## config.mk

```make
export PLATFORM = sky130hd
export DESIGN_NAME = mem_access_stage
export DESIGN_NICKNAME = d
export VERILOG_FILES = /design/src/rtl/mem_access_stage.sv
export SDC_FILE = /design/constraint.sdc
export NUM_CORES = 1
export LEC_CHECK = 0
export CAP_MARGIN = 20
export CORE_AREA = 2 2 232 234
export DETAILED_ROUTE_END_ITERATION = 8
export DIE_AREA = 0 0 234 236
export REMOVE_ABC_BUFFERS = 1
export SYNTH_ARGS = -nofsm -noshare
export SYNTH_HDL_FRONTEND = slang
export SYNTH_SLANG_ARGS = --single-unit
```

## constraint.sdc

```tcl
create_clock -name clk -period 35.3 [get_ports clk]
set_clock_uncertainty 0.15 [all_clocks]
set_input_delay 7.06 -clock clk [delete_from_list [all_inputs] [get_ports clk]]
set_output_delay 7.06 -clock clk [all_outputs]
set_load 0.02 [all_outputs]
```

## src/rtl/mem_access_stage.sv

```systemverilog
// Memory-access stage of the pipelined LEGv8 datapath: req/ack data-memory handshake, CBZ resolution, registered writeback bundle.
// Optional macro MEM_ALIGN_CHECK_EN: memory ops with a non-doubleword-aligned address are flagged and never issued.
module mem_access_stage #(
  parameter int N = 64
) (
  input  logic         clk,
  input  logic         reset,
  input  logic         in_valid,
  output logic         in_ready,
  input  logic         MemRead_E,
  input  logic         MemWrite_E,
  input  logic         Branch_E,
  input  logic         zero_E,
  input  logic [N-1:0] aluResult_E,
  input  logic [N-1:0] writeData_E,
  input  logic [N-1:0] PCBranch_E,
  output logic         dm_req,
  output logic         dm_we,
  output logic [N-1:0] dm_addr,
  output logic [N-1:0] dm_wdata,
  input  logic         dm_ack,
  input  logic [N-1:0] dm_rdata,
  output logic         out_valid,
  output logic [N-1:0] readData_M,
  output logic [N-1:0] aluResult_M,
  output logic [N-1:0] PCBranch_M,
  output logic         PCSrc_M,
  output logic         misalign_M
);

  typedef enum logic [1:0] {
    IDLE,
    ACCESS,
    DONE
  } state_t;

  state_t       state_q, state_d;
  logic         is_write_q, is_write_d;
  logic [N-1:0] dm_addr_q, dm_addr_d;
  logic [N-1:0] dm_wdata_q, dm_wdata_d;
  logic [N-1:0] alu_q, alu_d;
  logic [N-1:0] pcb_q, pcb_d;
  logic [N-1:0] rdata_q, rdata_d;
  logic         pcsrc_q, pcsrc_d;
`ifdef MEM_ALIGN_CHECK_EN
  logic         misalign_q, misalign_d;
`endif

  logic accept;
  logic is_mem;
  logic misaligned;

  assign in_ready = (state_q != ACCESS);
  assign accept   = in_valid & in_ready;
  assign is_mem   = MemRead_E | MemWrite_E;

`ifdef MEM_ALIGN_CHECK_EN
  assign misaligned = is_mem & (aluResult_E[2:0] != 3'b000);
`else
  assign misaligned = 1'b0;
`endif

  // The memory-side address/data registers only load when a transaction is
  // actually issued, so the bus holds its last value between accesses.
  always_comb begin
    state_d    = state_q;
    is_write_d = is_write_q;
    dm_addr_d  = dm_addr_q;
    dm_wdata_d = dm_wdata_q;
    alu_d      = alu_q;
    pcb_d      = pcb_q;
    rdata_d    = rdata_q;
    pcsrc_d    = pcsrc_q;
`ifdef MEM_ALIGN_CHECK_EN
    misalign_d = misalign_q;
`endif
    case (state_q)
      IDLE, DONE: begin
        if (accept) begin
          alu_d   = aluResult_E;
          pcb_d   = PCBranch_E;
          pcsrc_d = Branch_E & zero_E;
          rdata_d = '0;
`ifdef MEM_ALIGN_CHECK_EN
          misalign_d = misaligned;
`endif
          if (is_mem && !misaligned) begin
            state_d    = ACCESS;
            is_write_d = MemWrite_E;
            dm_addr_d  = aluResult_E;
            dm_wdata_d = writeData_E;
          end else begin
            state_d = DONE;
          end
        end else begin
          state_d = IDLE;
        end
      end
      ACCESS: begin
        if (dm_ack) begin
          rdata_d = is_write_q ? '0 : dm_rdata;
          state_d = DONE;
        end
      end
      default: state_d = IDLE;
    endcase
  end

  always_ff @(posedge clk or posedge reset) begin
    if (reset) begin
      state_q    <= IDLE;
      is_write_q <= 1'b0;
      dm_addr_q  <= '0;
      dm_wdata_q <= '0;
      alu_q      <= '0;
      pcb_q      <= '0;
      rdata_q    <= '0;
      pcsrc_q    <= 1'b0;
`ifdef MEM_ALIGN_CHECK_EN
      misalign_q <= 1'b0;
`endif
    end else begin
      state_q    <= state_d;
      is_write_q <= is_write_d;
      dm_addr_q  <= dm_addr_d;
      dm_wdata_q <= dm_wdata_d;
      alu_q      <= alu_d;
      pcb_q      <= pcb_d;
      rdata_q    <= rdata_d;
      pcsrc_q    <= pcsrc_d;
`ifdef MEM_ALIGN_CHECK_EN
      misalign_q <= misalign_d;
`endif
    end
  end

  // Handshake outputs decode straight from the state flop so an async reset
  // drops the request in the same instant.
  assign dm_req      = (state_q == ACCESS);
  assign dm_we       = dm_req & is_write_q;
  assign dm_addr     = dm_addr_q;
  assign dm_wdata    = dm_wdata_q;
  assign out_valid   = (state_q == DONE);
  assign readData_M  = rdata_q;
  assign aluResult_M = alu_q;
  assign PCBranch_M  = pcb_q;
  assign PCSrc_M     = out_valid & pcsrc_q;

`ifdef MEM_ALIGN_CHECK_EN
  assign misalign_M = out_valid & misalign_q;
`else
  assign misalign_M = 1'b0;
`endif

  a_req_stable : assert property (@(posedge clk) disable iff (reset)
    (dm_req && !dm_ack) |=> (dm_req && $stable(dm_we) && $stable(dm_addr) && $stable(dm_wdata)));

  a_we_needs_req : assert property (@(posedge clk) disable iff (reset)
    dm_we |-> dm_req);

endmodule

```

After elaboration in Yosys (flattened, before gate mapping)
Index checks and enable logic that the tools add are counted.
- register bits after elaboration: 324
- latch bits: 0
- memory bits (writable): 0
- bits in read-only memories: 0
- input bits: 264
- word-level logic and storage cells: 32
- memories kept: 0
- add/subtract/negate cells: 0
- multiply operators: 0
- divide/modulo/power cells: 0
- order comparisons: 0
- equality and inequality tests: 5
- shift operators: 0
- muxes and demuxes: 8
- bitwise logic cells: 5
- reductions and logical operators: 6
- operators with widths (kind ; number):
    64-bit two-way mux ; 3
    64-bit case mux with 2 select lines ; 1
    2-bit two-way mux ; 3
    3-bit AND reduction ; 2
    1-bit AND ; 4
    2-bit by 1-bit inequality test with 1-bit output, second input constant ; 2
    2-bit case mux with 2 select lines ; 1
    2-bit by 1-bit equality test with 1-bit output, second input constant ; 1
    2-bit equality test, second input constant ; 1
    2-bit zero test ; 1
    2-bit inequality test, second input constant ; 1
    2-bit AND reduction ; 1
    2-bit nonzero test ; 1
    2-bit OR reduction ; 1
    1-bit OR ; 1

Logic depth before layout (Yosys ltp)
- depth in word-level cells: 4
- gate-level depth with buffers: 6
- depth with buffers taken out: 4

Worst setup path before layout
Ideal clock, no wire load.
- path kind: input-to-reg
- start: in in_valid
- end: reg dm_addr_q[10] (netlist: dm_addr[10])
- arrival: 8.050 ns
- data required time: 35.022 ns
- setup slack: 26.973 ns
- cell stages on the path: 6
- buffers on the path: 3
- cell sequence: nor2b_1 buf_2 o21ai_1 buf_4 buf_6 mux2_1
- cells in the longest elaborated chain, start to end: 2
- ends and longest elaborated chain (element ; RTL line ; RTL):
    start: declaration ; 8 ; input logic in_valid,
    1-bit AND ; 54 ; assign accept = in_valid & in_ready;
    3-bit AND reduction (no line) ; n/a ;
    end signal: assignment ; 125 ; dm_addr_q <= dm_addr_d;
    end: declaration ; 39 ; logic [N-1:0] dm_addr_q, dm_addr_d;
Every way passes these cells.
A chain may end at the register's enable or synchronous reset.

Worst setup path after layout
- start: reg state_q[0]
- end: out dm_we
- cells in the longest elaborated chain, start to end: 2
- ends and longest elaborated chain (element ; RTL line ; RTL):
    start: declaration ; 37 ; state_t state_q, state_d;
    start signal: assignment ; 123 ; state_q <= state_d;
    2-bit by 1-bit equality test with 1-bit output ; 139 ; assign dm_req = (state_q == ACCESS);
    1-bit AND ; 140 ; assign dm_we = dm_req & is_write_q;
    end: declaration ; 18 ; output logic dm_we,
Every way passes these cells.

==> run metrics <==
Die W=234 µm; cells taking the most area after synthesis=sky130_fd_sc_hd__dfrtp_1 68%, sky130_fd_sc_hd__nand2_1 12%, sky130_fd_sc_hd__mux2_2 7.5%; r2r worst-path depth=4; antenna violations before repair=6; Detailed Place HPWL=~29000 µm; terminating pin of the worst hold path=aluResult_M[62]; library cells used by synthesis=22; Hold Slack=around 0.32 ns; MaxCap Viol Count=0; total CTS buffers=40; end of the worst register-to-register path=dm_wdata[25]; first-pass GRT wire length=59100 µm; highest fanout seen on the critical path=5; Routed Antenna Nets=0; number of input and output port buffers inserted=approximately 590; setup repair after global routing missed its margin=false; overall power consumption=between 1000 and 1500 µW; count of instances resized after the clock tree is built=0; area of the core region=53100 µm²; final setup TNS=0 ns; maximum achievable frequency=0.108 GHz; count of final hold-check violations=0; instance count along the most critical hold path=2; Die Y=236 µm; most common cell after layout, fill and taps aside=sky130_fd_sc_hd__clkdlybuf4s50_1; maximum clock insertion buffer count=3; Via Count=about 9500; layout overhead on the synthesized area=66.5%; Max H-tree Level=2; P_int=905 µW; Final GP Congestion=0.738; most frequent cells in the layout=588 x sky130_fd_sc_hd__clkdlybuf4s50_1, 388 x sky130_fd_sc_hd__nand2_1, 324 x sky130_fd_sc_hd__dfrtp_1; Finished Cell Area=19900 µm²; Slew @ Worst Pin=around 1.1 ns; TritonCTS clock tree=done; top cell type's share of synthesized area=about two thirds; launch instance of the worst register-to-register path=state_q[0]; power share of the sequential group=37.3%; Die ar.=55200 µm²; post-synthesis average cell area=12.2 µm²; CP Launch Type=flop; clk_lat worst skew=0.54 ns; root buffer cell=sky130_fd_sc_hd__clkbuf_16; power share of the combinational group=a little under a third; Setup CP Type=reg -> out; cell accounting for the most synthesized area=sky130_fd_sc_hd__dfrtp_1; Total Routing Usage GR=between 10% and 20%; final routed DRC violation total=0; fraction of the cycle the final worst path needs=26.2%; final max-slew violation count=0; number of global-route vias before repair=9809; average via count per standard cell=4.14; post-route minimum period=~9.2 ns; Sinks on Clock Net=324; areal power density over the cells=66.1 nW/µm²; number of buffers added to fix hold violations after cts=0; 1st-iter DRT viols=271; switch share=a little under a third; Max IR drop VDD=0.0000364 V; total wire length=40000 µm; cell area after placement=18600 µm²; cell area after technology mapping=~12000 µm²; global route total overflow=0; worst min-delay path startpoint=aluResult_M[62]; relative slew slack=29.2%; arrival time at the worst endpoint=2.04 ns; Routed WL per cell=17.5 µm; number of I/O pins=590; number of instances in the synthesized netlist=just under 1000; Seq/Total Area, Yosys=between 60% and 70%; number of synthesis warnings=0; count of nets after finishing=around 1800; standby leakage power=~0.0089 µW; maximum number of pins on one net before global-route repair=approximately 120; outcome=complete, no violations; Place WS=around 26 ns; worst reg2reg setup slack=32.76 ns; 1st-pass router iterations=5; required time of the critical path=roughly 28 ns; least setup slack across all paths after layout=26.05 ns; Initial Utilization=22.5%; P_sw=412 µW; number of placement rows=85; proportion of layout cells with a drive suffix above 1=10.1%; worst hold path type=reg -> reg; Critical Path Sink Type=primary output; CTS clk-pin slew, worst paths=0.06 ns; number of buffers added for setup after CTS=0; final setup violation count=0; part of the power in the clock network=a little under a third; flop and latch count out of synthesis=324
==> layout make-up <==
| cell class | instances | area, µm² |
|---|---|---|
| Antenna cell | 3 | 7.51 |
| Clock buffer | 57 | 1160 |
| Multi-Input combinational cell | 596 | 3600 |
| Fill cell | 5180 | 33200 |
| Inverter | 2 | 15.0 |
| Timing Repair Buffer | 599 | 5990 |
| Sequential cell | 324 | 8110 |
| Clock inverter | 12 | 159 |
| Tap cell | 696 | 871 |
==> how the worst max path moves through the flow <==
stage | startpoint | slack (ns) | end
2_1_floorplan | in_valid | 17.94 | dm_addr[10]
3_3_place_gp | in_valid | 25.54 | is_write_q
3_5_place_dp | in_valid | 25.56 | is_write_q
4_1_cts | state_q[0] | 26.00 | dm_we
5_1_grt | state_q[0] | 25.94 | dm_we
6_report | state_q[0] | 26.05 | dm_we
==> cell usage after synthesis, drive strengths merged <==
cell	n
nand3	1
clkbuf	22
o21ai	2
a22o	65
nand2	388
buf	34
and2	2
conb	1
nor2b	2
nand3b	1
a21oi	1
nand2b	2
mux2	128
nor2	3
dfrtp	324
inv	2
==> worst max-delay path, stage by stage (launching register included) <==
cell and delay (ns):
sky130_fd_sc_hd__dfrtp_1 0.45, sky130_fd_sc_hd__nand2b_1 0.12, sky130_fd_sc_hd__inv_1 0.16, sky130_fd_sc_hd__and2_1 0.15, sky130_fd_sc_hd__clkdlybuf4s50_1 0.62
==> cell families after synthesis <==
logic type	Yosys count	share of synthesized area, %
compound gates	68	4.92
other cells	1	0.0314
simple gates	399	12.7
mux	128	12.1
buf+inv	58	2.49
flops	324	67.8
==> power groups by stage <==
stage               clock network, µW  registers, µW  logic [µW]
floorplan                           0            590        95.2
global placement                    0            494         418
detailed placement                  0            497         420
CTS                               424            492         422
global route                      441            501         442
finish                            410            491         415
==> metrics by stage <==
stage | instances | util (%)
2_1_floorplan | 922 | -
3_3_place_gp | 2216 | 35.0
3_5_place_dp | 2216 | 35.0
4_1_cts | 2285 | 37.5
5_1_grt | 2287 | 37.5
6_report | 2289 | 37.5
==> registers in the layout, indices dropped and copies added (netlist names) <==
signal       cells
PCBranch_M      64
aluResult_M     64
dm_addr         64
dm_wdata        64
readData_M      64
state_q          2
is_write_q       1
pcsrc_q          1
==> per-layer routing <==
layer	vias to the layer above	global-route usage, %	part of all wire [%]
met3	66	5.68	9.9
met1	4635	15.8	39
met4	2	4.30	2.6
li1	4377	-	-
met5	-	0	0.032
met2	400	23.8	49
No activity file was read; power rests on OpenSTA's default activity.
